**src/rtl/play_cmd_ctrl.sv**
```systemverilog
// Player command controller: debounced command codes drive
// track select, play/pause state and saturating volume.
module play_cmd_ctrl #(
  parameter int CMD_W    = 4,
  parameter int N_SONG   = 9,
  parameter int VOL_W    = 4,
  parameter int VOL_MAX  = 15,
  parameter int VOL_INIT = 8,
  parameter int HOLD_CYC = 4,
  localparam int IDX_W   = $clog2(N_SONG + 1)
) (
  input  logic              clk,
  input  logic              rst,
  input  logic              cmd_valid,
  input  logic [CMD_W-1:0]  cmd,
  output logic [N_SONG-1:0] song_onehot,
  output logic [IDX_W-1:0]  song_idx,
  output logic              playing,
  output logic [VOL_W-1:0]  vol,
  output logic              song_start,
  output logic              cmd_ack,
  output logic              cmd_err
);

  typedef enum logic [1:0] {
    S_IDLE,
    S_PLAY,
    S_PAUSE
  } state_e;

  localparam logic [3:0] HOLD = 4'(HOLD_CYC);

  localparam logic [CMD_W-1:0] C_NS  = CMD_W'(N_SONG);
  localparam logic [CMD_W-1:0] C_RES = CMD_W'(N_SONG + 1);
  localparam logic [CMD_W-1:0] C_PAU = CMD_W'(N_SONG + 2);
  localparam logic [CMD_W-1:0] C_VUP = CMD_W'(N_SONG + 3);
  localparam logic [CMD_W-1:0] C_VDN = CMD_W'(N_SONG + 4);
  localparam logic [CMD_W-1:0] C_NXT = CMD_W'(N_SONG + 5);
  localparam logic [CMD_W-1:0] C_PRV = CMD_W'(N_SONG + 6);

  localparam logic [IDX_W-1:0] I_NS  = IDX_W'(N_SONG);
  localparam logic [IDX_W-1:0] I_ONE = IDX_W'(1);
  localparam logic [VOL_W-1:0] V_MAX = VOL_W'(VOL_MAX);
  localparam logic [VOL_W-1:0] V_INI = VOL_W'(VOL_INIT);

  state_e             state_q, state_d;
  logic [IDX_W-1:0]   idx_q, idx_d;
  logic [N_SONG-1:0]  oh_q, oh_d;
  logic [VOL_W-1:0]   vol_q, vol_d;
  logic               play_q, play_d;
  logic               start_q, start_d;
  logic               ack_q, ack_d;
  logic               err_q, err_d;

  logic [3:0]         cnt_q, cnt_d;
  logic               armed_q, armed_d;
  logic [CMD_W-1:0]   prev_q, prev_d;
  logic               live, same, arm_eff, accept;
  logic               is_sel;

  // Stability counter: run length of one nonzero code, one-shot accept.
  always_comb begin
    cnt_d   = '0;
    prev_d  = '0;
    arm_eff = 1'b1;
    live    = cmd_valid && (cmd != '0);
    same    = live && (cmd == prev_q) && (cnt_q != '0);
    if (live) begin
      prev_d = cmd;
      if (same) begin
        arm_eff = armed_q;
        cnt_d   = (cnt_q == HOLD) ? cnt_q : cnt_q + 4'd1;
      end else begin
        cnt_d = 4'd1;
      end
    end
    accept  = arm_eff && (cnt_d == HOLD);
    armed_d = arm_eff && !accept;
  end

  // Stability registers.
  always_ff @(posedge clk) begin
    if (rst) begin
      cnt_q   <= '0;
      armed_q <= 1'b1;
      prev_q  <= '0;
    end else begin
      cnt_q   <= cnt_d;
      armed_q <= armed_d;
      prev_q  <= prev_d;
    end
  end

  // Next state, track, volume and pulses for an accepted command.
  always_comb begin
    state_d = state_q;
    idx_d   = idx_q;
    vol_d   = vol_q;
    start_d = 1'b0;
    ack_d   = 1'b0;
    err_d   = 1'b0;
    is_sel  = (cmd != '0) && (cmd <= C_NS);
    if (accept) begin
      ack_d = 1'b1;
      unique case (1'b1)
        is_sel: begin
          idx_d   = IDX_W'(cmd);
          state_d = S_PLAY;
          start_d = 1'b1;
        end
        cmd == C_RES: begin
          if (state_q == S_PAUSE) state_d = S_PLAY;
        end
        cmd == C_PAU: begin
          if (state_q == S_PLAY) state_d = S_PAUSE;
        end
        cmd == C_VUP: begin
          if (vol_q != V_MAX) vol_d = vol_q + 1'b1;
        end
        cmd == C_VDN: begin
          if (vol_q != '0) vol_d = vol_q - 1'b1;
        end
        cmd == C_NXT: begin
          idx_d   = (idx_q == I_NS) ? I_ONE : idx_q + 1'b1;
          state_d = S_PLAY;
          start_d = 1'b1;
        end
        cmd == C_PRV: begin
          idx_d   = (idx_q <= I_ONE) ? I_NS : idx_q - 1'b1;
          state_d = S_PLAY;
          start_d = 1'b1;
        end
        default: begin
          ack_d = 1'b0;
          err_d = 1'b1;
        end
      endcase
    end
    oh_d = '0;
    for (int i = 0; i < N_SONG; i++) begin
      oh_d[i] = (idx_d == IDX_W'(i + 1));
    end
    play_d = (state_d == S_PLAY);
  end

  // State and registered outputs.
  always_ff @(posedge clk) begin
    if (rst) begin
      state_q <= S_IDLE;
      idx_q   <= '0;
      oh_q    <= '0;
      vol_q   <= V_INI;
      play_q  <= 1'b0;
      start_q <= 1'b0;
      ack_q   <= 1'b0;
      err_q   <= 1'b0;
    end else begin
      state_q <= state_d;
      idx_q   <= idx_d;
      oh_q    <= oh_d;
      vol_q   <= vol_d;
      play_q  <= play_d;
      start_q <= start_d;
      ack_q   <= ack_d;
      err_q   <= err_d;
    end
  end

  assign song_onehot = oh_q;
  assign song_idx    = idx_q;
  assign playing     = play_q;
  assign vol         = vol_q;
  assign song_start  = start_q;
  assign cmd_ack     = ack_q;
  assign cmd_err     = err_q;

endmodule
```
**config.mk**
```make
export PLATFORM = sky130hd
export DESIGN_NAME = play_cmd_ctrl
export DESIGN_NICKNAME = d
export VERILOG_FILES = /design/src/rtl/play_cmd_ctrl.sv
export SDC_FILE = /design/constraint.sdc
export NUM_CORES = 1
export LEC_CHECK = 0
export ABC_AREA = 0
export BUFFER_PORTS_ARGS = -buffer_cell sky130_fd_sc_hd__buf_2
export CORE_MARGIN = 3
export CORE_UTILIZATION = 29
export CTS_BUF_LIST = sky130_fd_sc_hd__clkbuf_16
export DETAILED_ROUTE_END_ITERATION = 16
export HOLD_SLACK_MARGIN = 0.08
export REMOVE_ABC_BUFFERS = 1
export SLEW_MARGIN = 20
export SYNTH_ARGS = -nofsm -noshare
export SYNTH_HDL_FRONTEND = slang
export SYNTH_SLANG_ARGS = --single-unit
```
**constraint.sdc**
```tcl
create_clock -name clk -period 2.3 [get_ports clk]
set_input_delay 0.23 -clock clk [delete_from_list [all_inputs] [get_ports clk]]
set_output_delay 0.23 -clock clk [all_outputs]
set_load 0.01 [all_outputs]
```
==> results of run 1 <==
==> cell families (layout without fill, tap and decap cells) <==
logic type      after synthesis  count (layout)
xor+xnor                      7               7
other cells                   1               1
buf+inv                      25              70
simple gates                 93              93
mux                           5               5
flops                        32              32
compound gates               48              48
fa+ha+maj                     8               8
==> where the power goes <==
group	total, mW	switching [mW]	internal [mW]
sequential	0.562	0.00201	0.560
clock	0.733	0.229	0.504
combinational	0.102	0.0641	0.0381
==> Yosys cell counts, types with 4 or more instances <==
| cell | number |
|---|---|
| sky130_fd_sc_hd__nor4_1 | 5 |
| sky130_fd_sc_hd__nor3_1 | 9 |
| sky130_fd_sc_hd__a21oi_1 | 15 |
| sky130_fd_sc_hd__nand3_1 | 7 |
| sky130_fd_sc_hd__ha_1 | 7 |
| sky130_fd_sc_hd__and3_1 | 6 |
| sky130_fd_sc_hd__xnor2_1 | 5 |
| sky130_fd_sc_hd__inv_1 | 12 |
| sky130_fd_sc_hd__dfxtp_1 | 32 |
| sky130_fd_sc_hd__o21ai_0 | 4 |
| sky130_fd_sc_hd__nand2_1 | 17 |
| sky130_fd_sc_hd__nor2_1 | 23 |
| sky130_fd_sc_hd__clkbuf_1 | 10 |
==> worst min path at each step <==
stage | start | endpoint | slack, ns | cells after the start
after floorplan | rst | playing | 0.30 | 1
after detailed placement | armed_q | armed_q | 0.49 | 2
after CTS | cmd_valid | prev_q[2] | 0.23 | 2
final | cmd_valid | prev_q[2] | 0.23 | 2
after global routing | cmd_valid | prev_q[2] | 0.24 | 2
after global placement | armed_q | armed_q | 0.49 | 2
==> state kept, by name, summed over array words and instances, names as in the netlist, 2 cells and up <==
signal,cells
state_q,2
vol,4
cnt_q,4
song_onehot,9
prev_q,4
song_idx,4
==> layout by cell type (no fill, tap or decap), drive strengths merged, types with 4 or more instances in the layout <==
master / count
dfxtp: 32
xnor2: 5
nor3: 9
a21oi: 15
inv: 14
nand2: 17
clkbuf: 5
nand3: 9
o21ai: 5
nor4: 6
ha: 7
and3: 6
nor2: 23
or2: 4
buf: 49
==> routing by layer <==
metal / track usage [%] / routed length [um] / up-vias
li1: - / - / 874
met1: 15.70 / 2078 / 818
met2: 20.97 / 2166 / 24
met3: 2.330 / 113 / 10
met4: 6.475 / 108 / 0
met5: 0 / 0 / -
==> through the flow <==
stage | power (mW) | hold WS, ns | instance area, um2 | worst slack (ns) | cells
after floorplan | 0.6220 | 0.2991 | 1762 | -0.2751 | 207
after global placement | 0.6625 | 0.4899 | 2133 | 0.05134 | 328
after detailed placement | 0.6631 | 0.4856 | 2133 | -0.02721 | 328
after CTS | 1.400 | 0.2267 | 2305 | -0.01311 | 336
after global routing | 1.447 | 0.2424 | 2445 | -0.07386 | 339
final | 1.397 | 0.2309 | 2445 | 0.04214 | 339
==> final cells by class <==
type	count	area share, %
clock buffer	5	5.118
sequential	32	26.31
timing repair buffer	49	12.44
inverter	13	1.996
tap	75	3.838
multi-input combinational	162	48.72
clock inverter	3	1.586
==> worst max-delay path, cell delays in order, from the launching register on <==
cell,delay [ns]
sky130_fd_sc_hd__dfxtp_2,0.32
sky130_fd_sc_hd__inv_2,0.05
sky130_fd_sc_hd__ha_4,0.15
sky130_fd_sc_hd__o21a_1,0.17
sky130_fd_sc_hd__o311a_1,0.38
sky130_fd_sc_hd__nor4b_4,0.32
sky130_fd_sc_hd__and3_4,0.27
sky130_fd_sc_hd__mux2_4,0.36
sky130_fd_sc_hd__nor3_2,0.16
==> timing repair <==
item	4_1_cts	5_1_grt
resized for setup	2	23
pin swaps	0	14
endpoints found under the setup margin	8	19
buffers inserted	0	3
==> impl_metrics.py, run 1 <==
metrics = {
    "worst_setup_path": {
        "worst-setup-path-type": "reg2reg",
        "critical_path_required_ns": 2.50,
        "worst_reg_to_reg_setup_slack_ns": 0.04,
        "reg2reg_depth": 8,
        "critical_path.endpoint_type": "register",
        "startpoint_type": "register",
        "reg2reg_to": "song_onehot[6]",
        "worst_setup_path_endpoint": "song_onehot[6]",
        "cp_data_arrival_time_ns": 2.46,
        "critPathMaxFanout": 7,
        "crit-reg2reg-launch": "cnt_q[0]",
        "worstSetupStartpoint": "cnt_q[0]",
    },
    "power_and_ir_drop": {
        "peakVddDrop_mv": 0.2745,
        "pwr_density_cell_mw_per_mm2": 571.4,
        "power.leakage_nw": 1.052,
    },
    "cells_and_area": {
        "final_layout_size_suffix_gt1_share_pct": 32.20,
        "final-seq-area_um2": 643.1,
        "finalCoreUtilization_pct": 40.81,
        "areaGrowthSynthToFinish_pct": 34.94,
        "footprint_of_the_multi_input_gates_mm2": 0.001191,
        "antenna_cells_inserted": 0,
        "fill_cell_instance_count_of_the_final_layout": 584,
        "fin_nets": 278,
    },
    "sta": {
        "fin_skew_ns": 0.005165,
        "finalCritPeriodShare_pct": 98.17,
        "unrepaired_setup_endpoints_after_global_routing": "true",
        "slew_violations": 0,
        "achievable-frequency_ghz": 0.4429,
        "fin_tns_setup_ns": 0,
        "post-route-min-period_ns": 2.258,
        "timing_worst_slew_pin_value_ns": 0.5737,
        "timing.slew.headroom_pct": 61.61,
        "report.final.hold_viol_count": 0,
        "timing.final.setup_violations": 0,
    },
    "global_route": {
        "wire_length_of_the_first_global_routing_pass_um": 7403,
        "grt_pass1_vias": 1589,
        "globalRoute.totalOverflow": 0,
        "grt_use_total_pct": 12.69,
        "antenna_violations_before_repair": 0,
        "largest_net_degree_at_the_start_of_global_routing": 18,
    },
    "clock_network": {
        "cts_root_buffer": "sky130_fd_sc_hd__clkbuf_16",
        "cts-root-to-sink-buffers": 2,
        "htree_num_levels": 2,
        "postCtsHoldBufs": 0,
        "tritoncts_num_sinks": 32,
        "numCtsBuffers": 5,
        "cts_tree": "yes",
        "clk_latency_ns": 0.28,
        "clkSlewWorstSetupHoldPaths_ns": 0.05,
    },
    "floorplan": {
        "start_util_pct": 30.24,
        "placementRows": 28,
        "die-height_um": 85.04,
        "core-area_mm2": 0.005991,
        "fp.dieArea_mm2": 0.007232,
        "die_w_um": 85.04,
        "io_pins": 28,
    },
    "route": {
        "routed_wl_um": 4466,
        "avgViaCountPerCell": 5.091,
        "drt_iter0_markers": 68,
        "detailroute.via_count": 1726,
        "drtPass1Iterations": 4,
        "avgRoutedWirePerCell_um": 13.17,
        "antenna_left": 0,
        "post-route-drc-count": 0,
    },
    "run": {
        "cap_viol_max_count": 0,
    },
    "synthesis": {
        "netlist_area_mm2": 0.001812,
        "postSynth.topFlopCell": "sky130_fd_sc_hd__dfxtp_1",
        "cells_after_synthesis": 219,
        "synth_adder_area_share_pct": 5.939,
        "synth.yosys.seq_area_share_pct": 35.36,
        "synth.area.top_cells": "sky130_fd_sc_hd__dfxtp_1, sky130_fd_sc_hd__ha_1, sky130_fd_sc_hd__nor2_1",
        "ys_types": 59,
        "synth_xor_area_share_pct": 3.384,
        "yosys_warnings": 0,
        "largest_family_of_logic_cells_by_synthesized_area": "simple AND/OR/NAND/NOR gates",
        "flip_flop_and_latch_count_after_synthesis": 32,
        "synth_async_sr_flop_share_pct": 0,
        "synthDominantAreaCellType": "sky130_fd_sc_hd__dfxtp_1",
        "synth_enable_flop_cells": 0,
        "synth_simple_gate_area_share_pct": 28.45,
        "synth_top_area_share_pct": 35.36,
        "synthMuxAreaShare_pct": 3.108,
        "average_instance_area_after_synthesis_um2": 8.273,
        "compound_gate_fraction_of_synth_area_pct": 18.09,
    },
    "placement": {
        "detailed_place_hpwl_um": 3262,
        "routabilityCongestion": 0.8345,
        "port_buffers": 27,
    },
    "hold_path": {
        "holdCritPathClass": "in2reg",
    },
    "status": {
        "run_status": "complete, no violations",
    },
}
Power figures use the tool's default switching activity.
==> run 2, diff against run 1 <==
Settings changed: CORE_ASPECT_RATIO from default to 0.75.
==> impl_metrics.py, run 2 (synthesized netlist as in run 1, its figures left out) <==
metrics = {
    "status": {
        "run_status": "complete, no violations",
    },
    "sta": {
        "timing.slew.headroom_pct": 63.42,
        "finalCritPeriodShare_pct": 96.87,
        "timing.final.setup_violations": 0,
        "fin_skew_ns": 0.007552,
        "timing_worst_slew_pin_value_ns": 0.5467,
        "post-route-min-period_ns": 2.228,
        "achievable-frequency_ghz": 0.4488,
        "unrepaired_setup_endpoints_after_global_routing": "true",
        "report.final.hold_viol_count": 0,
        "fin_ws_ns": 0.07195,
        "slew_violations": 0,
        "fin_tns_setup_ns": 0,
    },
    "cells_and_area": {
        "layout_common_cells": "sky130_fd_sc_hd__dfxtp_1, sky130_fd_sc_hd__buf_2, sky130_fd_sc_hd__buf_4, sky130_fd_sc_hd__nor2_1, sky130_fd_sc_hd__nand2_1",
        "leading_cell_type_in_the_layout_fill_and_taps_excluded": "sky130_fd_sc_hd__dfxtp_1",
        "largest_register_ffs": 9,
        "footprint_of_the_multi_input_gates_mm2": 0.001182,
        "final_layout_size_suffix_gt1_share_pct": 33.21,
        "antenna_cells_inserted": 0,
        "stdcell_count": 346,
        "areaGrowthSynthToFinish_pct": 35.29,
        "fill_cell_instance_count_of_the_final_layout": 596,
        "fin_nets": 283,
        "final-seq-area_um2": 643.1,
    },
    "worst_setup_path": {
        "worst_reg_to_reg_setup_slack_ns": 0.07,
        "critical_path_required_ns": 2.49,
        "worst-setup-path-type": "reg2reg",
        "startpoint_type": "register",
        "cp_data_arrival_time_ns": 2.42,
        "critPathMaxFanout": 7,
        "cp_slowest_cell": "sky130_fd_sc_hd__mux2_4",
        "crit-reg2reg-launch": "cnt_q[0]",
        "reg2reg_depth": 8,
        "worst_path_largest_cell_delay_ns": 0.35,
        "critical_path.cell_chain": "inv_2, ha_2, o21a_1, o311a_1, nor4b_4, and3_4, mux2_4, nor3_1",
        "reg2reg_to": "song_onehot[6]",
        "critical_path.endpoint_type": "register",
    },
    "clock_network": {
        "numCtsBuffers": 5,
        "clk_latency_ns": 0.27,
        "cts_tree": "yes",
        "cts-root-to-sink-buffers": 2,
        "cts_root_buffer": "sky130_fd_sc_hd__clkbuf_16",
        "htree_num_levels": 2,
        "clkSlewWorstSetupHoldPaths_ns": 0.05,
        "tritoncts_num_sinks": 32,
    },
    "route": {
        "detailroute.via_count": 1743,
        "routed_wl_um": 4548,
        "drt_iter0_markers": 110,
        "post-route-drc-count": 0,
        "antenna_left": 0,
        "avgViaCountPerCell": 5.038,
        "avgRoutedWirePerCell_um": 13.14,
        "drtPass1Iterations": 4,
    },
    "placement": {
        "port_buffers": 27,
        "place_inst": 336,
        "routabilityCongestion": 0.8967,
        "detailed_place_hpwl_um": 3321,
        "dpl_worst_slack_ns": -0.007013,
    },
    "floorplan": {
        "start_util_pct": 30.63,
        "die_w_um": 97.27,
        "core-area_mm2": 0.005916,
        "die-height_um": 74.45,
        "placementRows": 24,
        "io_pins": 28,
        "fp.dieArea_mm2": 0.007241,
    },
    "hold_path": {
        "holdCritPathClass": "in2reg",
        "hold_end": "prev_q[2]",
        "worst_hold_path_cells": 2,
        "holdCritStartpoint": "cmd_valid",
    },
    "global_route": {
        "antenna_violations_before_repair": 0,
        "wire_length_of_the_first_global_routing_pass_um": 7693,
        "globalRoute.totalOverflow": 0,
        "grt_pass1_vias": 1660,
        "largest_net_degree_at_the_start_of_global_routing": 18,
        "grt_use_total_pct": 13.04,
    },
    "power_and_ir_drop": {
        "pwr_density_cell_mw_per_mm2": 521.2,
        "power.leakage_nw": 1.050,
        "peakVddDrop_mv": 0.2173,
    },
    "run": {
        "cap_viol_max_count": 0,
    },
}
[run 2: what timing repair did]
| item | in CTS | in global routing |
|---|---|---|
| resized for setup | 5 | 19 |
| setup endpoints to repair | 10 | 14 |
| pin swaps | 1 | 5 |
| setup buffers | 1 | 2 |
| hold buffers | 0 | 0 |
[run 2: routing by layer]
metal	routed length, um	share of wire, %	GRT usage, %
met1	2283	50	19.59
met4	33	0.73	4.147
met5	0	0	0
met2	1938	43	18.27
met3	292	6.4	3.093
[run 2: through the flow]
stage                     total power, mW  util (%)  instance area [um2]  hold slack, ns
after global routing                1.327     41.43                 2451          0.2340
after detailed placement           0.6679     36.76                 2175          0.5028
after floorplan                    0.6220         -                 1762          0.2991
after CTS                           1.290     39.57                 2341          0.2283
after global placement             0.6674     36.76                 2175          0.4859
final                               1.277     41.43                 2451          0.2305
[run 2: worst max path at each step]
stage,startpoint,endpoint,cells after the start
finish,cnt_q[0],song_onehot[6],8
global route,cnt_q[0],song_onehot[5],8
CTS,cnt_q[0],playing,9
detailed placement,cnt_q[0],song_onehot[7],9
global placement,cnt_q[0],song_onehot[0],8
floorplan,cnt_q[0],song_onehot[7],8
[run 2: power breakdown]
| group | total (mW) | switching [mW] | internal, mW |
|---|---|---|---|
| sequential | 0.562 | 0.00215 | 0.560 |
| combinational | 0.104 | 0.0662 | 0.0374 |
| clock | 0.612 | 0.221 | 0.391 |
| total | 1.28 | 0.289 | 0.989 |
[run 2: area by class of cell]
class                   count  area share [%]
clock inverters             2          0.5105
flip-flops and latches     32           26.24
clock buffers               5           5.105
multi-input cells         162           48.24
inverters                  13           1.991
well taps                  78           3.982
repair buffers             54           13.94
[run 2: critical path, delay by kind of cell, from the launching register on]
| family | cells | cell delay, ns |
|---|---|---|
| buffers and inverters | 1 | 0.04 |
| DFF | 1 | 0.33 |
| muxes | 1 | 0.35 |
| AOI/OAI and AO/OA | 2 | 0.49 |
| adders and majority gates | 1 | 0.18 |
| and+or+nand+nor | 3 | 0.74 |
